`src/rtl/video_frame_switch_if.sv`:
```
// AXI4-Stream video link: tuser marks start of frame, tlast marks end of line.
interface video_frame_switch_if #(
  parameter int DATA_WIDTH = 32
);
  logic [DATA_WIDTH-1:0] tdata;
  logic                  tvalid;
  logic                  tuser;
  logic                  tlast;
  logic                  tready;

  modport master (output tdata, tvalid, tuser, tlast, input  tready);
  modport slave  (input  tdata, tvalid, tuser, tlast, output tready);
endinterface

```
`src/rtl/video_frame_switch.sv`:
```
// Frame-aligned 2:1 video stream switch: the routed source only changes at a
// frame boundary, and the source not routed is drained so it never stalls.
module video_frame_switch #(
  parameter int DATA_WIDTH = 32,
  parameter int X_ACTIVE   = 1920,
  parameter int Y_ACTIVE   = 1080
) (
  input  logic                 clk_i,
  input  logic                 rst_i,
  input  logic                 sel_i,
  video_frame_switch_if.slave  s0,
  video_frame_switch_if.slave  s1,
  video_frame_switch_if.master m,
  output logic                 active_o,
  output logic                 locked_o,
  output logic                 err_o
);
  localparam int PXW = (X_ACTIVE > 1) ? $clog2(X_ACTIVE) : 1;
  localparam int LNW = (Y_ACTIVE > 1) ? $clog2(Y_ACTIVE) : 1;

  typedef enum logic {SYNC, STREAM} state_t;
  typedef struct packed {
    logic [DATA_WIDTH-1:0] tdata;
    logic                  tuser;
    logic                  tlast;
  } beat_t;

  state_t         state_q, state_d;
  logic           active_d, err_d;
  logic [PXW-1:0] px_q, px_d, px_base;
  logic [LNW-1:0] line_q, line_d, line_base;

  beat_t a_beat;
  logic  a_tvalid, a_tready;
  logic  sof, fwd, hs, frame_end, tlast_err, tuser_err, miss_err;

  // Route the active source; everything else about it is decided by fwd.
  always_comb begin
    a_beat   = active_o ? {s1.tdata, s1.tuser, s1.tlast} : {s0.tdata, s0.tuser, s0.tlast};
    a_tvalid = active_o ? s1.tvalid : s0.tvalid;
  end

  // In SYNC only an SOF beat is passed on; all other beats are swallowed.
  assign sof      = a_tvalid & a_beat.tuser;
  assign fwd      = ~rst_i & ((state_q == STREAM) | sof);
  assign a_tready = fwd ? m.tready : 1'b1;

  assign m.tvalid  = fwd & a_tvalid;
  assign m.tdata   = fwd ? a_beat.tdata : '0;
  assign m.tuser   = fwd & a_beat.tuser;
  assign m.tlast   = fwd & a_beat.tlast;
  assign s0.tready = active_o ? 1'b1 : a_tready;
  assign s1.tready = active_o ? a_tready : 1'b1;

  assign hs       = m.tvalid & m.tready;
  assign locked_o = (state_q == STREAM);

  // A tuser beat restarts the raster at 0/0, whether expected or not.
  assign px_base   = a_beat.tuser ? '0 : px_q;
  assign line_base = a_beat.tuser ? '0 : line_q;

  assign frame_end = hs & a_beat.tlast & (line_base == LNW'(Y_ACTIVE - 1));
  assign tlast_err = hs & a_beat.tlast & (px_base != PXW'(X_ACTIVE - 1));
  assign tuser_err = hs & a_beat.tuser & ((px_q != '0) | (line_q != '0));
  assign miss_err  = hs & ~a_beat.tuser & (px_q == '0) & (line_q == '0);

  always_comb begin
    state_d  = state_q;
    active_d = active_o;
    px_d     = px_q;
    line_d   = line_q;
    err_d    = err_o | tlast_err | tuser_err | miss_err;

    if (hs) begin
      if (a_beat.tlast) begin
        px_d   = '0;
        line_d = frame_end ? '0 : line_base + LNW'(1);
      end else begin
        px_d   = px_base + PXW'(1);
        line_d = line_base;
      end
    end

    case (state_q)
      SYNC:   if (sof) state_d = STREAM;
      STREAM: if (frame_end && (sel_i != active_o)) begin
        state_d  = SYNC;
        active_d = sel_i;
      end
      default: state_d = SYNC;
    endcase
  end

  always_ff @(posedge clk_i or posedge rst_i) begin
    if (rst_i) begin
      state_q  <= SYNC;
      active_o <= 1'b0;
      err_o    <= 1'b0;
      px_q     <= '0;
      line_q   <= '0;
    end else begin
      state_q  <= state_d;
      active_o <= active_d;
      err_o    <= err_d;
      px_q     <= px_d;
      line_q   <= line_d;
    end
  end
endmodule

```
`src/flat_wrapper.sv`:
```
// flat-port wrapper written by rule: the top's interface ports become plain ports
module video_frame_switch_flat 
#(
  parameter int DATA_WIDTH = 32,
  parameter int X_ACTIVE   = 1920,
  parameter int Y_ACTIVE   = 1080
)
  (clk_i, rst_i, sel_i, active_o, locked_o, err_o, s0_tdata, s0_tvalid, s0_tuser, s0_tlast, s0_tready, s1_tdata, s1_tvalid, s1_tuser, s1_tlast, s1_tready, m_tdata, m_tvalid, m_tuser, m_tlast, m_tready);
  video_frame_switch_if #(.DATA_WIDTH(DATA_WIDTH)) s0_i ();
  video_frame_switch_if #(.DATA_WIDTH(DATA_WIDTH)) s1_i ();
  video_frame_switch_if #(.DATA_WIDTH(DATA_WIDTH)) m_i ();
  input  logic clk_i;
  input  logic rst_i;
  input  logic sel_i;
  output logic active_o;
  output logic locked_o;
  output logic err_o;
  input wire logic [$bits(s0_i.tdata)-1:0] s0_tdata;
  input wire logic [$bits(s0_i.tvalid)-1:0] s0_tvalid;
  input wire logic [$bits(s0_i.tuser)-1:0] s0_tuser;
  input wire logic [$bits(s0_i.tlast)-1:0] s0_tlast;
  output wire logic [$bits(s0_i.tready)-1:0] s0_tready;
  input wire logic [$bits(s1_i.tdata)-1:0] s1_tdata;
  input wire logic [$bits(s1_i.tvalid)-1:0] s1_tvalid;
  input wire logic [$bits(s1_i.tuser)-1:0] s1_tuser;
  input wire logic [$bits(s1_i.tlast)-1:0] s1_tlast;
  output wire logic [$bits(s1_i.tready)-1:0] s1_tready;
  output wire logic [$bits(m_i.tdata)-1:0] m_tdata;
  output wire logic [$bits(m_i.tvalid)-1:0] m_tvalid;
  output wire logic [$bits(m_i.tuser)-1:0] m_tuser;
  output wire logic [$bits(m_i.tlast)-1:0] m_tlast;
  input wire logic [$bits(m_i.tready)-1:0] m_tready;
  assign s0_i.tdata = s0_tdata;
  assign s0_i.tvalid = s0_tvalid;
  assign s0_i.tuser = s0_tuser;
  assign s0_i.tlast = s0_tlast;
  assign s0_tready = s0_i.tready;
  assign s1_i.tdata = s1_tdata;
  assign s1_i.tvalid = s1_tvalid;
  assign s1_i.tuser = s1_tuser;
  assign s1_i.tlast = s1_tlast;
  assign s1_tready = s1_i.tready;
  assign m_tdata = m_i.tdata;
  assign m_tvalid = m_i.tvalid;
  assign m_tuser = m_i.tuser;
  assign m_tlast = m_i.tlast;
  assign m_i.tready = m_tready;
  video_frame_switch #(.DATA_WIDTH(DATA_WIDTH), .X_ACTIVE(X_ACTIVE), .Y_ACTIVE(Y_ACTIVE)) u_core (.clk_i(clk_i), .rst_i(rst_i), .sel_i(sel_i), .s0(s0_i), .s1(s1_i), .m(m_i), .active_o(active_o), .locked_o(locked_o), .err_o(err_o));
endmodule
```
`config.mk`:
```
export PLATFORM = sky130hd
export DESIGN_NAME = video_frame_switch_flat
export DESIGN_NICKNAME = d
export VERILOG_FILES = /design/src/rtl/video_frame_switch_if.sv /design/src/rtl/video_frame_switch.sv /design/src/flat_wrapper.sv
export SDC_FILE = /design/constraint.sdc
export NUM_CORES = 1
export LEC_CHECK = 0
export CAP_MARGIN = 20
export CORE_ASPECT_RATIO = 1.5
export CORE_MARGIN = 10
export CORE_UTILIZATION = 36
export CTS_CLUSTER_DIAMETER = 40
export CTS_CLUSTER_SIZE = 14
export DETAILED_ROUTE_END_ITERATION = 16
export GPL_TIMING_DRIVEN = 0
export MAX_ROUTING_LAYER = met4
export PLACE_DENSITY = 0.78
export SLEW_MARGIN = 20
export SYNTH_ARGS = -nofsm -noshare
export SYNTH_HDL_FRONTEND = slang
export SYNTH_SLANG_ARGS = --single-unit
```
`constraint.sdc`:
```
create_clock -name clk_i -period 2.7 [get_ports clk_i]
set_input_delay 0.54 -clock clk_i [delete_from_list [all_inputs] [get_ports clk_i]]
set_output_delay 0.54 -clock clk_i [all_outputs]
set_load 0.005 [all_outputs]
```
==> results of run 1 <==
worst max-delay path, stage by stage:
cell	delay, ns
clkdlybuf4s50_1	0.49
nand3b_1	0.13
buf_4	0.17
a31o_4	0.25
buf_4	0.17
nor2_2	0.12
clkdlybuf4s15_1	0.24
cells in the mapped netlist (all sizes together) (3+ instances only):
cell type / number / area share [%]
buf: 12 / 3.1
nor2: 43 / 7.6
nor3: 7 / 2.6
mux2i: 34 / 16
o21ai: 16 / 3.8
nand3: 13 / 3.1
nand2: 18 / 3.3
inv: 4 / 0.71
a31oi: 10 / 3.0
o41ai: 3 / 1.2
nor4: 5 / 1.8
a22o: 4 / 1.7
and3: 6 / 1.8
clkbuf: 5 / 0.89
a21oi: 4 / 0.95
dfrtp: 25 / 30
and2: 6 / 1.8
o31ai: 5 / 1.8
or3: 3 / 0.89
nand4: 5 / 1.5
mux2: 4 / 2.3
logic make-up (layout without fill, tap and decap cells):
kind of cell    count (synthesis)  in the layout  synth area share, %
simple gates                  119            119                 29.3
fa+ha+maj                       2              2                 1.18
mux                            38             38                 18.6
xor+xnor                        2              2                0.828
buf+inv                        21            144                 4.73
flops                          25             25                 29.6
compound gates                 51             52                 15.8
state kept, by name, summed over array words and instances, names as in the netlist:
name             cells
u_core.line_q       11
u_core.px_q         11
u_core.active_o      1
u_core.err_o         1
u_core.locked_o      1
where the power goes:
| part | switching [mW] | leakage (nW) | internal, mW |
|---|---|---|---|
| registers | 0.0251 | 0.332 | 0.397 |
| clock network | 0.140 | 0.0217 | 0.105 |
| logic | 0.150 | 1.07 | 0.197 |
| total | 0.315 | 1.43 | 0.700 |
worst min path at each step:
stage / to / startpoint / cells past startpoint / slack, ns
floorplan: u_core.px_q[8] / u_core.px_q[8] / 1 / 0.47
finish: u_core.err_o / u_core.err_o / 2 / 0.51
global route: u_core.err_o / u_core.err_o / 2 / 0.54
detailed placement: u_core.err_o / u_core.err_o / 2 / 0.49
CTS: u_core.err_o / u_core.err_o / 2 / 0.52
global placement: u_core.px_q[1] / u_core.px_q[1] / 2 / 0.49
metal layers:
| layer | vias up | routed length, um | GRT usage (%) |
|---|---|---|---|
| met3 | 12 | 779 | 6.06 |
| met1 | 1158 | 3330 | 21.0 |
| met5 | - | 0 | - |
| met2 | 146 | 4440 | 32.3 |
| met4 | 0 | 109 | 3.70 |
| li1 | 1203 | - | - |
cells in the final DEF, fill, tap and decap left out, drive strengths merged, types with 4 or more instances in the layout:
cell	synthesis	routed
clkdlybuf4s50	0	75
nor2	43	43
mux2i	34	34
dfrtp	25	25
buf	12	20
dlygate4sd2	0	18
nand2	18	18
o21ai	16	16
clkbuf	5	15
nand3	13	13
a31oi	10	10
clkdlybuf4s15	0	10
nor3	7	7
and2	6	6
and3	6	6
nand4	5	5
o31ai	5	5
nor4	5	5
inv	4	4
a21oi	4	4
a22o	4	4
mux2	4	4
timing repair:
item | CTS | global route
buffers inserted | 2 | 4
pin swaps | 2 | 2
setup endpoints to repair | 52 | 14
gates cloned | 1 | 0
resized for setup | 55 | 33
hold buffers | 0 | 0
final cells by class:
cell class / count / area (um^2) / share of cell area (%)
multi-input cells: 213 / 1450 / 41.7
repair buffers: 120 / 1140 / 32.8
flip-flops and latches: 25 / 626 / 18.0
plain buffers: 16 / 106 / 3.06
well taps: 72 / 90.1 / 2.59
clock buffers: 3 / 41.3 / 1.19
inverters: 4 / 15.0 / 0.432
clock inverters: 1 / 7.51 / 0.216
==> metrics, run 1 <==
pre-CTS setup slack=-0.963 ns; RSZ-0062 raised after global routing=yes; first-pass GRT wire length=13600 um; CTS Sinks=25; WL/cell=19.1 um; part of the cycle the worst path needs=98.4%; H-tree depth=1; DIE WIDTH=82.6 um; CP Launch Point=s0_tvalid; Synth Warn #=0; post-DP HPWL=7050 um; Die Span Y=114 um; Overall Power=1.01 mW; final instance area=3470 um^2; via count=2519; global route total overflow=0; critical path startpoint category=primary input; Synth-to-Final Area Change=64.1%; peak supply drop=179 uV; actual slew at the worst max-slew pin=0.629 ns; reg2reg end=u_core.line_q[10]; post-route setup TNS=0 ns; Port Buffers=113; pin count of the biggest net entering global routing=26; final wirelength=8650 um; vias in the first global route=2693; status=complete, no violations; Post-synth ARST share=100%; CP required=2.16 ns; Pwr Density=292 nW/um^2; register area share after synthesis=29.6%; ant diodes=0; share of layout cells above drive strength 1=13.4%; R2R setup slack=0.08 ns; Final Util=60.5%; gpl congestion=0.860; Initial Util=36.8%; cts bufs inserted=3; Netlist cell types=50; worst-case clock buffer depth=2; headroom to the max-slew limit=57.3%; # nets final=459; Avg Vias per Cell=5.55; Final min period=2.66 ns; area of the core=5740 um^2; max cap viols=0; Site Rows=34; Non-Filler Instances=454; HP Class=register to register; Post-route DRC=0; post-route antenna net violation count=0; Post-synth EDFFs=0; crit path kind=primary input to output port; Clock Tree Root=clkbuf_8; CTS clk-pin slew, worst paths=0.10 ns; final hold viol count=0; Synthesized Nets=334; dpl cells=443; Main synth FF type=dfrtp_1; fmax=376 MHz; Final Max Tran Viols=0; Leak Pwr=1.43 nW; Synth Instances=258; CTS tree=yes; initial antenna violation count=0; final number of setup-violating endpoints=0; placed instance area=3340 um^2; endpoint type of the worst setup path=output port; Max FO, Critical Path=10; CP arrival=2.12 ns; Setup WS post-layout=0.0424 ns; cells on worst reg2reg path=10; I/O Pins=114; DR iter-0 viols=137; worst hold slack=0.507 ns; Fillers=530; Synth Cell Area=2120 um^2; die area=9410 um^2; flip-flop and latch count after synthesis=25; gr usage total=19.0%; drt pass-1 iters=5; crit path capture=m_tdata[26]; RR Startpoint=u_core.active_o; Avg Cell Area, Syn=8.20 um^2; Post-Route Skew=0.00774 ns; worst-skew pair later-pin latency=0.29 ns
Power figures use the tool's default switching activity.
==> run 2, diff against run 1 <==
--- a/config.mk
+++ b/config.mk
@@ -15,7 +15,7 @@
 export GPL_TIMING_DRIVEN = 0
 export MAX_ROUTING_LAYER = met4
 export PLACE_DENSITY = 0.78
-export SLEW_MARGIN = 20
+export SLEW_MARGIN = 5
 export SYNTH_ARGS = -nofsm -noshare
 export SYNTH_HDL_FRONTEND = slang
 export SYNTH_SLANG_ARGS = --single-unit
==> results of run 2 <==
No change in the layout: final DEF, timing and power equal those of run 1.
